File: config.mk
export PLATFORM = sky130hd
export DESIGN_NAME = cpc_snapshot_upload_flat
export DESIGN_NICKNAME = d
export VERILOG_FILES = /design/src/rtl/cpc_snapshot_upload_pkg.sv /design/src/rtl/cpc_snapshot_upload_if.sv /design/src/rtl/cpc_snapshot_upload_sna_header_rom.sv /design/src/rtl/cpc_snapshot_upload.sv /design/src/flat_wrapper.sv
export SDC_FILE = /design/constraint.sdc
export NUM_CORES = 1
export LEC_CHECK = 0
export BUFFER_PORTS_ARGS = -buffer_cell sky130_fd_sc_hd__buf_2
export CORE_ASPECT_RATIO = 0.8
export CORE_MARGIN = 8
export CORE_UTILIZATION = 56
export CTS_BUF_LIST = sky130_fd_sc_hd__clkbuf_8
export CTS_CLUSTER_SIZE = 25
export DETAILED_ROUTE_END_ITERATION = 8
export GPL_TIMING_DRIVEN = 0
export PLACE_DENSITY_LB_ADDON = 0.2
export SYNTH_ARGS = -nofsm -noshare
export SYNTH_HDL_FRONTEND = slang
export SYNTH_SLANG_ARGS = --single-unit
export TNS_END_PERCENT = 50
File: constraint.sdc
create_clock -name clk_sys -period 4.6 [get_ports clk_sys]
set_input_delay 1.15 -clock clk_sys [delete_from_list [all_inputs] [get_ports clk_sys]]
set_output_delay 1.15 -clock clk_sys [all_outputs]
set_load 0.05 [all_outputs]
File: src/rtl/cpc_snapshot_upload_pkg.sv
// Purpose : shared types, SNA header constants and header byte function for the snapshot upload path.
// Latency : n/a (package only).
// Backpressure: n/a.
package cpc_snap_pkg;

    typedef enum logic [2:0] {
        ST_IDLE,
        ST_HDR,
        ST_LAUNCH,
        ST_FETCH,
        ST_DONE
    } snap_state_t;

    // First character sits in the most significant byte.
    localparam logic [63:0] SNA_SIG       = "MV - SNA";
    localparam logic [7:0]  SNA_VER_OFS   = 8'h10;
    localparam logic [7:0]  SNA_SIZE_OFS  = 8'h6B;
    localparam logic [7:0]  SNA_MODEL_OFS = 8'h6D;

    // One byte of the SNA v3 header; everything not listed is zero.
    function automatic logic [7:0] sna_hdr_byte(input logic [7:0] addr, input logic ram64k);
        logic [7:0] b;
        b = 8'h00;
        if (addr < 8'd8) begin
            b = SNA_SIG[8*(7 - int'(addr[2:0])) +: 8];
        end else if (addr == SNA_VER_OFS) begin
            b = 8'h03;
        end else if (addr == SNA_SIZE_OFS) begin
            b = ram64k ? 8'h40 : 8'h80;
        end else if (addr == SNA_MODEL_OFS) begin
            b = ram64k ? 8'h01 : 8'h02;
        end
        return b;
    endfunction

endpackage

File: src/rtl/cpc_snapshot_upload_if.sv
// Purpose : ioctl upload channel plus SDRAM read port of the snapshot uploader.
// Latency : n/a (wiring only). slave = uploader, master = HPS/SDRAM side.
// Backpressure: ioctl_wait stalls the HPS; the SDRAM port is paced by ce_ref outside this bundle.
interface cpc_snapshot_upload_if;
    logic        ioctl_upload;
    logic        ioctl_rd;
    logic [24:0] ioctl_addr;
    logic [7:0]  ioctl_din;
    logic        ioctl_wait;
    logic        mem_rd;
    logic [22:0] mem_addr;
    logic [1:0]  mem_bank;
    logic [7:0]  mem_din;

    modport slave (
        input  ioctl_upload, ioctl_rd, ioctl_addr, mem_din,
        output ioctl_din, ioctl_wait, mem_rd, mem_addr, mem_bank
    );

    modport master (
        output ioctl_upload, ioctl_rd, ioctl_addr, mem_din,
        input  ioctl_din, ioctl_wait, mem_rd, mem_addr, mem_bank
    );
endinterface

File: src/rtl/cpc_snapshot_upload_sna_header_rom.sv
// Purpose : registered SNA header byte lookup (clk_i, reset_i, addr_i, ram64k_i -> dat_o).
// Latency : 1 cycle from addr_i to dat_o.
// Backpressure: none; free-running lookup, the caller picks the cycle it needs.
module sna_header_rom
    import cpc_snap_pkg::*;
(
    input  logic       clk_i,
    input  logic       reset_i,
    input  logic [7:0] addr_i,
    input  logic       ram64k_i,
    output logic [7:0] dat_o
);
    logic [7:0] dat_q;

    always_ff @(posedge clk_i) begin
        if (reset_i) begin
            dat_q <= 8'h00;
        end else begin
            dat_q <= sna_hdr_byte(addr_i, ram64k_i);
        end
    end

    assign dat_o = dat_q;
endmodule

File: src/rtl/cpc_snapshot_upload.sv
// Purpose : serves HPS upload reads from a generated SNA header or from CPC RAM in SDRAM.
// Latency : header 2 cycles; RAM 1 + next ce_ref + (MEM_LAT-1) ce_ref + 1 cycles; out-of-range 1 cycle.
// Backpressure: ioctl_wait high while a byte is pending; reads outside IDLE are dropped.
// Ports: clk_sys/reset, ce_ref pacing, ram64k/model config, bus (ioctl + SDRAM), busy for SDRAM muxing.
module cpc_snapshot_upload
    import cpc_snap_pkg::*;
#(
    parameter int MEM_LAT = 2,
    parameter int HDR_LEN = 256
) (
    input  logic                 clk_sys,
    input  logic                 reset,
    input  logic                 ce_ref,
    input  logic                 ram64k,
    input  logic                 model,
    cpc_snapshot_upload_if.slave bus,
    output logic                 busy
);
    localparam int CW = (MEM_LAT > 2) ? $clog2(MEM_LAT) : 1;

    snap_state_t state_q, state_d;
    logic        wait_q, wait_d;
    logic [7:0]  din_q, din_d;
    logic [22:0] maddr_q, maddr_d;
    logic [1:0]  mbank_q, mbank_d;
    logic [CW-1:0] cnt_q, cnt_d;
    logic        upload_q;
    logic        size64_q;

    logic        size64;
    logic [24:0] img_lim;
    logic        is_hdr;
    logic        is_ram;
    logic [16:0] ofs;
    logic [7:0]  hdr_dat;
    logic        fetch_last;

    // Size is captured on the session's rising edge; on that very cycle use the live pin.
    assign size64  = (bus.ioctl_upload && !upload_q) ? ram64k : size64_q;
    assign img_lim = size64 ? 25'(HDR_LEN + 65536) : 25'(HDR_LEN + 131072);
    assign is_hdr  = bus.ioctl_addr < 25'(HDR_LEN);
    assign is_ram  = !is_hdr && (bus.ioctl_addr < img_lim);
    assign ofs     = 17'(bus.ioctl_addr - 25'(HDR_LEN));

    // The ROM registers every cycle, so its output is ready exactly in HDR.
    sna_header_rom u_hdr (
        .clk_i    (clk_sys),
        .reset_i  (reset),
        .addr_i   (bus.ioctl_addr[7:0]),
        .ram64k_i (size64),
        .dat_o    (hdr_dat)
    );

    // The launch pulse is the first; data is sampled on the MEM_LAT-th pulse.
    assign fetch_last = (MEM_LAT == 1) || (ce_ref && (cnt_q == CW'(MEM_LAT - 2)));

    always_comb begin
        state_d = state_q;
        wait_d  = wait_q;
        din_d   = din_q;
        maddr_d = maddr_q;
        mbank_d = mbank_q;
        cnt_d   = cnt_q;
        unique case (state_q)
            ST_IDLE: begin
                if (bus.ioctl_upload && bus.ioctl_rd) begin
                    if (is_hdr) begin
                        state_d = ST_HDR;
                        wait_d  = 1'b1;
                    end else if (is_ram) begin
                        state_d = ST_LAUNCH;
                        wait_d  = 1'b1;
                        maddr_d = {6'd0, ofs};
                        mbank_d = {1'b0, model};
                    end else begin
                        din_d = 8'hFF;
                    end
                end
            end
            ST_HDR: begin
                din_d   = hdr_dat;
                wait_d  = 1'b0;
                state_d = ST_DONE;
            end
            ST_LAUNCH: begin
                if (ce_ref) begin
                    state_d = ST_FETCH;
                    cnt_d   = '0;
                end
            end
            ST_FETCH: begin
                if (fetch_last) begin
                    din_d   = bus.mem_din;
                    wait_d  = 1'b0;
                    state_d = ST_DONE;
                end else if (ce_ref) begin
                    cnt_d = cnt_q + 1'b1;
                end
            end
            ST_DONE: begin
                state_d = ST_IDLE;
            end
            default: begin
                state_d = ST_IDLE;
            end
        endcase
        // Session abort wins over any in-flight byte; the last delivered byte stays visible.
        if (!bus.ioctl_upload && (state_q != ST_IDLE)) begin
            state_d = ST_IDLE;
            wait_d  = 1'b0;
            din_d   = din_q;
        end
    end

    always_ff @(posedge clk_sys) begin
        if (reset) begin
            state_q  <= ST_IDLE;
            wait_q   <= 1'b0;
            din_q    <= 8'h00;
            maddr_q  <= '0;
            mbank_q  <= '0;
            cnt_q    <= '0;
            upload_q <= 1'b0;
            size64_q <= 1'b0;
        end else begin
            state_q  <= state_d;
            wait_q   <= wait_d;
            din_q    <= din_d;
            maddr_q  <= maddr_d;
            mbank_q  <= mbank_d;
            cnt_q    <= cnt_d;
            upload_q <= bus.ioctl_upload;
            size64_q <= size64;
        end
    end

    assign bus.ioctl_din  = din_q;
    assign bus.ioctl_wait = wait_q;
    assign bus.mem_rd     = (state_q == ST_LAUNCH);
    assign bus.mem_addr   = maddr_q;
    assign bus.mem_bank   = mbank_q;
    assign busy           = (state_q != ST_IDLE);
endmodule
File: src/flat_wrapper.sv
// flat-port wrapper written by rule: the top's interface ports become plain ports
module cpc_snapshot_upload_flat import cpc_snap_pkg::*;
#(
    parameter int MEM_LAT = 2,
    parameter int HDR_LEN = 256
)
  (clk_sys, reset, ce_ref, ram64k, model, busy, bus_ioctl_upload, bus_ioctl_rd, bus_ioctl_addr, bus_mem_din, bus_ioctl_din, bus_ioctl_wait, bus_mem_rd, bus_mem_addr, bus_mem_bank);
  cpc_snapshot_upload_if bus_i ();
  input  logic clk_sys;
  input  logic reset;
  input  logic ce_ref;
  input  logic ram64k;
  input  logic model;
  output logic busy;
  input wire logic [$bits(bus_i.ioctl_upload)-1:0] bus_ioctl_upload;
  input wire logic [$bits(bus_i.ioctl_rd)-1:0] bus_ioctl_rd;
  input wire logic [$bits(bus_i.ioctl_addr)-1:0] bus_ioctl_addr;
  input wire logic [$bits(bus_i.mem_din)-1:0] bus_mem_din;
  output wire logic [$bits(bus_i.ioctl_din)-1:0] bus_ioctl_din;
  output wire logic [$bits(bus_i.ioctl_wait)-1:0] bus_ioctl_wait;
  output wire logic [$bits(bus_i.mem_rd)-1:0] bus_mem_rd;
  output wire logic [$bits(bus_i.mem_addr)-1:0] bus_mem_addr;
  output wire logic [$bits(bus_i.mem_bank)-1:0] bus_mem_bank;
  assign bus_i.ioctl_upload = bus_ioctl_upload;
  assign bus_i.ioctl_rd = bus_ioctl_rd;
  assign bus_i.ioctl_addr = bus_ioctl_addr;
  assign bus_i.mem_din = bus_mem_din;
  assign bus_ioctl_din = bus_i.ioctl_din;
  assign bus_ioctl_wait = bus_i.ioctl_wait;
  assign bus_mem_rd = bus_i.mem_rd;
  assign bus_mem_addr = bus_i.mem_addr;
  assign bus_mem_bank = bus_i.mem_bank;
  cpc_snapshot_upload #(.MEM_LAT(MEM_LAT), .HDR_LEN(HDR_LEN)) u_core (.clk_sys(clk_sys), .reset(reset), .ce_ref(ce_ref), .ram64k(ram64k), .model(model), .bus(bus_i), .busy(busy));
endmodule
==> out/results.tsv <==
stage	metric	value	unit
synthesis	mux share of post-synthesis cell area	1.43	%
sta	Tmin final	3.16	ns
synthesis	Synth Register Bits	41	
synthesis	Synth top area share	37.6	%
cells_and_area	final net count	380	
placement	IO Port Bufs	66	
run	max_cap viols	0	
floorplan	std cell rows	20	
critical_path	Worst Setup Path Type	input pin to register	
synthesis	Compound-Gate Fraction of Synth Area	28.0	%
cells_and_area	area delta synth->final	24.4	%
floorplan	Initial Util	57.8	%
drt	Detailed Route WL	5480	microns
sta	RSZ-0062 raised after global routing	no	
sta	Final Skew	0.00687	ns
critical_path	WP data required	4.80	ns
global_route	largest net degree at the start of global routing	14	
drt	via/cell ratio	5.44	
hold_path	Hold Crit Class	register to register	
critical_path	CP max stage delay	0.64	ns
critical_path	Buffers & Inverters on Critical Path	1	
drt	vias after detailed routing	2118	
synthesis	syn avg cell area	8.61	sq um
placement	placed insts	381	
synthesis	Adder-Cell Fraction of Synth Area	4.01	%
clock_network	root buffer cell	clkbuf_8	
drt	antenna viol nets, final	0	
cells_and_area	utilization after layout	72.0	%
critical_path	Crit. End Element	register	
drt	initial DRC count	152	
global_route	initial antenna violation count	0	
cells_and_area	post-route insts no fill	389	
floorplan	IO Pins	76	
global_route	first-pass GRT wire length	9130	microns
synthesis	Post-synth top cells	dfxtp_1 (41), a211oi_1 (23), a21oi_1 (23), inv_1 (20), nor2_1 (20)	
placement	GPL Wtd Cong	0.847	
synthesis	Synth area leaders	dfxtp_1 (38%), a211oi_1 (7.9%), a21oi_1 (5.3%)	
drt	drt drc	0	
critical_path	Slowest-stage cell, CP	a2111oi_4	
sta	worst relative slew slack	48.8	%
floorplan	die area	0.00617	sq mm
drt	drt wl/cell	14.1	microns
floorplan	Die Y	71.9	microns
critical_path	crit-path leading delay family	compound AO/OA/AOI/OAI gates	
clock_network	H-tree Lvls	2	
power	Max VDD drop	0.231	mV
clock_network	Max clock buf depth	2	
synthesis	dominant cell type by area after synthesis	dfxtp_1	
synthesis	yosys warns	0	
power	Tot Pwr	0.770	mW
synthesis	Synth Flop Type	dfxtp_1	
cells_and_area	share of post-route cells with drive strength above 1	29.0	%
synthesis	Syn Std Cell Area	0.00219	sq mm
sta	Final Slew Violations	0	
power	pwr dens	283	mW/mm^2
global_route	GR Overflow Total	0	
sta	fin crit share	68.7	%
clock_network	CTS tree	yes	
synthesis	register area share after synthesis	37.6	%
global_route	GRT Overall Usage	18.0	%
clock_network	Num CTS Buffers	5	
sta	Setup TNS	0	ns
critical_path	Setup crit start kind	input pin	
clock_network	CTS Sinks	41	
sta	Worst Tran Pin Value	0.768	ns
clock_network	post-CTS sizing	0	
sta	setup violators final	0	
floorplan	Core Area	0.00378	sq mm
critical_path	critical path fanouts, max	9	
synthesis	largest family of logic cells by synthesized area	compound AO/OA/AOI/OAI gates	
synthesis	Async S/R FF share, synth	0	%
floorplan	Die X	85.9	microns
synthesis	count leader, synth	dfxtp_1	
synthesis	post-synthesis cell type count	55	
sta	final hold violation count	0	
power	LEAKAGE	1.19	nW
sta	fmax	316	MHz
critical_path	Cell Chain, Critical Path	buf_2, or4_4, or3_4, a2111oi_4, a21oi_1, a211oi_1	
clock_network	setup bufs post-CTS	0	
synthesis	Post-Synth Simple-Gate Area	18.2	%
synthesis	number of synthesized flops with an enable pin	0	
synthesis	Gate Count Post-Synth	254	
placement	Post-DP HPWL	4220	microns
clock_network	Post-CTS Hold Fix Bufs	0	
global_route	vias in the first global route	2019	
synthesis	post-synthesis xor/xnor area fraction	1.60	%
clock_network	clock slew at reported path FFs	0.08	ns
outcome	status	completed	
critical_path	Arrival @ worst endpoint	3.37	ns
drt	drt first pass iters	5	
cells_and_area	Antenna diodes	0	
clock_network	worst skew pair latency	0.30	ns
==> sequential cells by signal, summed over array words and instances (netlist names) <==
register / count
u_core.u_hdr.dat_o: 8
u_core.bus.mem_addr: 17
u_core.bus.ioctl_wait: 1
u_core.state_q: 3
u_core.bus.ioctl_din: 8
u_core.cnt_q: 1
u_core.size64_q: 1
u_core.bus.mem_bank: 1
u_core.upload_q: 1
==> final timing paths <==
path              cells after the start                      to  slack (ns)               from
hold / removal                        2            u_core.cnt_q        0.45       u_core.cnt_q
setup reg to reg                      5  u_core.bus.mem_addr[9]        2.23    u_core.upload_q
setup / recovery                      6  u_core.bus.mem_addr[9]        1.44  bus_ioctl_addr[9]
hold reg to reg                       2            u_core.cnt_q        0.45       u_core.cnt_q
==> per-layer routing <==
metal	track usage, %	wire length (microns)	vias up
li1	-	-	1066
met1	21.8	2410	970
met2	29.6	2560	80
met3	7.09	484	2
met4	3.49	30	0
met5	0	0	-
==> worst reg2reg max path: stages (launching register included) <==
cell and delay [ns]:
dfxtp_1 0.32, or2b_2 0.34, a311o_4 0.44, a2111oi_4 0.69, a21oi_1 0.17, a211oi_1 0.31
==> cells in the final DEF (no fill, tap or decap), drive strengths merged, types with 2 or more instances in the layout <==
cell type  Yosys  final
a211oi        24     24
nand2          7      7
and2           2      2
xnor2          4      4
ha             7      7
a21o           2      2
inv           20     21
buf           11     77
or4            2      2
nor4           2      2
nand3         10     10
o21ai         13     13
clkbuf        10     15
a21oi         24     24
a311oi         4      4
and3           2      2
mux2i          2      2
o211ai         2      2
nor2          21     21
conb           1      7
nor2b          8      8
a22oi          2      2
nor3           4      4
o31ai          2      2
nor4b          2      2
or3            3      3
nand4          2      2
dfxtp         41     41
o22ai          2      2
==> power breakdown <==
part           leakage, nW  switching [mW]  internal, mW
registers            0.333         0.00330         0.361
clock network       0.0595           0.127         0.161
logic                0.798          0.0786        0.0397
==> stage by stage <==
stage | hold slack, ns | worst slack, ns | instance area, sq um
after detailed placement | 0.442 | 1.14 | 2610
after floorplan | 0.419 | 1.50 | 2210
after CTS | 0.452 | 1.45 | 2720
after global placement | 0.431 | 1.21 | 2610
after global routing | 0.472 | 1.34 | 2720
final | 0.450 | 1.44 | 2720
==> layout make-up <==
cell class | instances | area (sq um)
multi-input combinational | 178 | 1190
fill | 289 | 1060
sequential | 41 | 821
timing repair buffer | 66 | 330
buffer | 21 | 121
inverter | 20 | 75.1
clock buffer | 5 | 68.8
tap | 55 | 68.8
clock inverter | 3 | 42.5
==> cells by family after synthesis <==
| group | count (synthesis) |
|---|---|
| AO/OA/AOI/OAI | 86 |
| XOR/XNOR | 4 |
| adder cells (fa/ha/maj) | 7 |
| buffers and inverters | 41 |
| flip-flops | 41 |
| multiplexers | 3 |
| other | 1 |
| AND/OR/NAND/NOR | 71 |
Power figures use the tool's default switching activity.
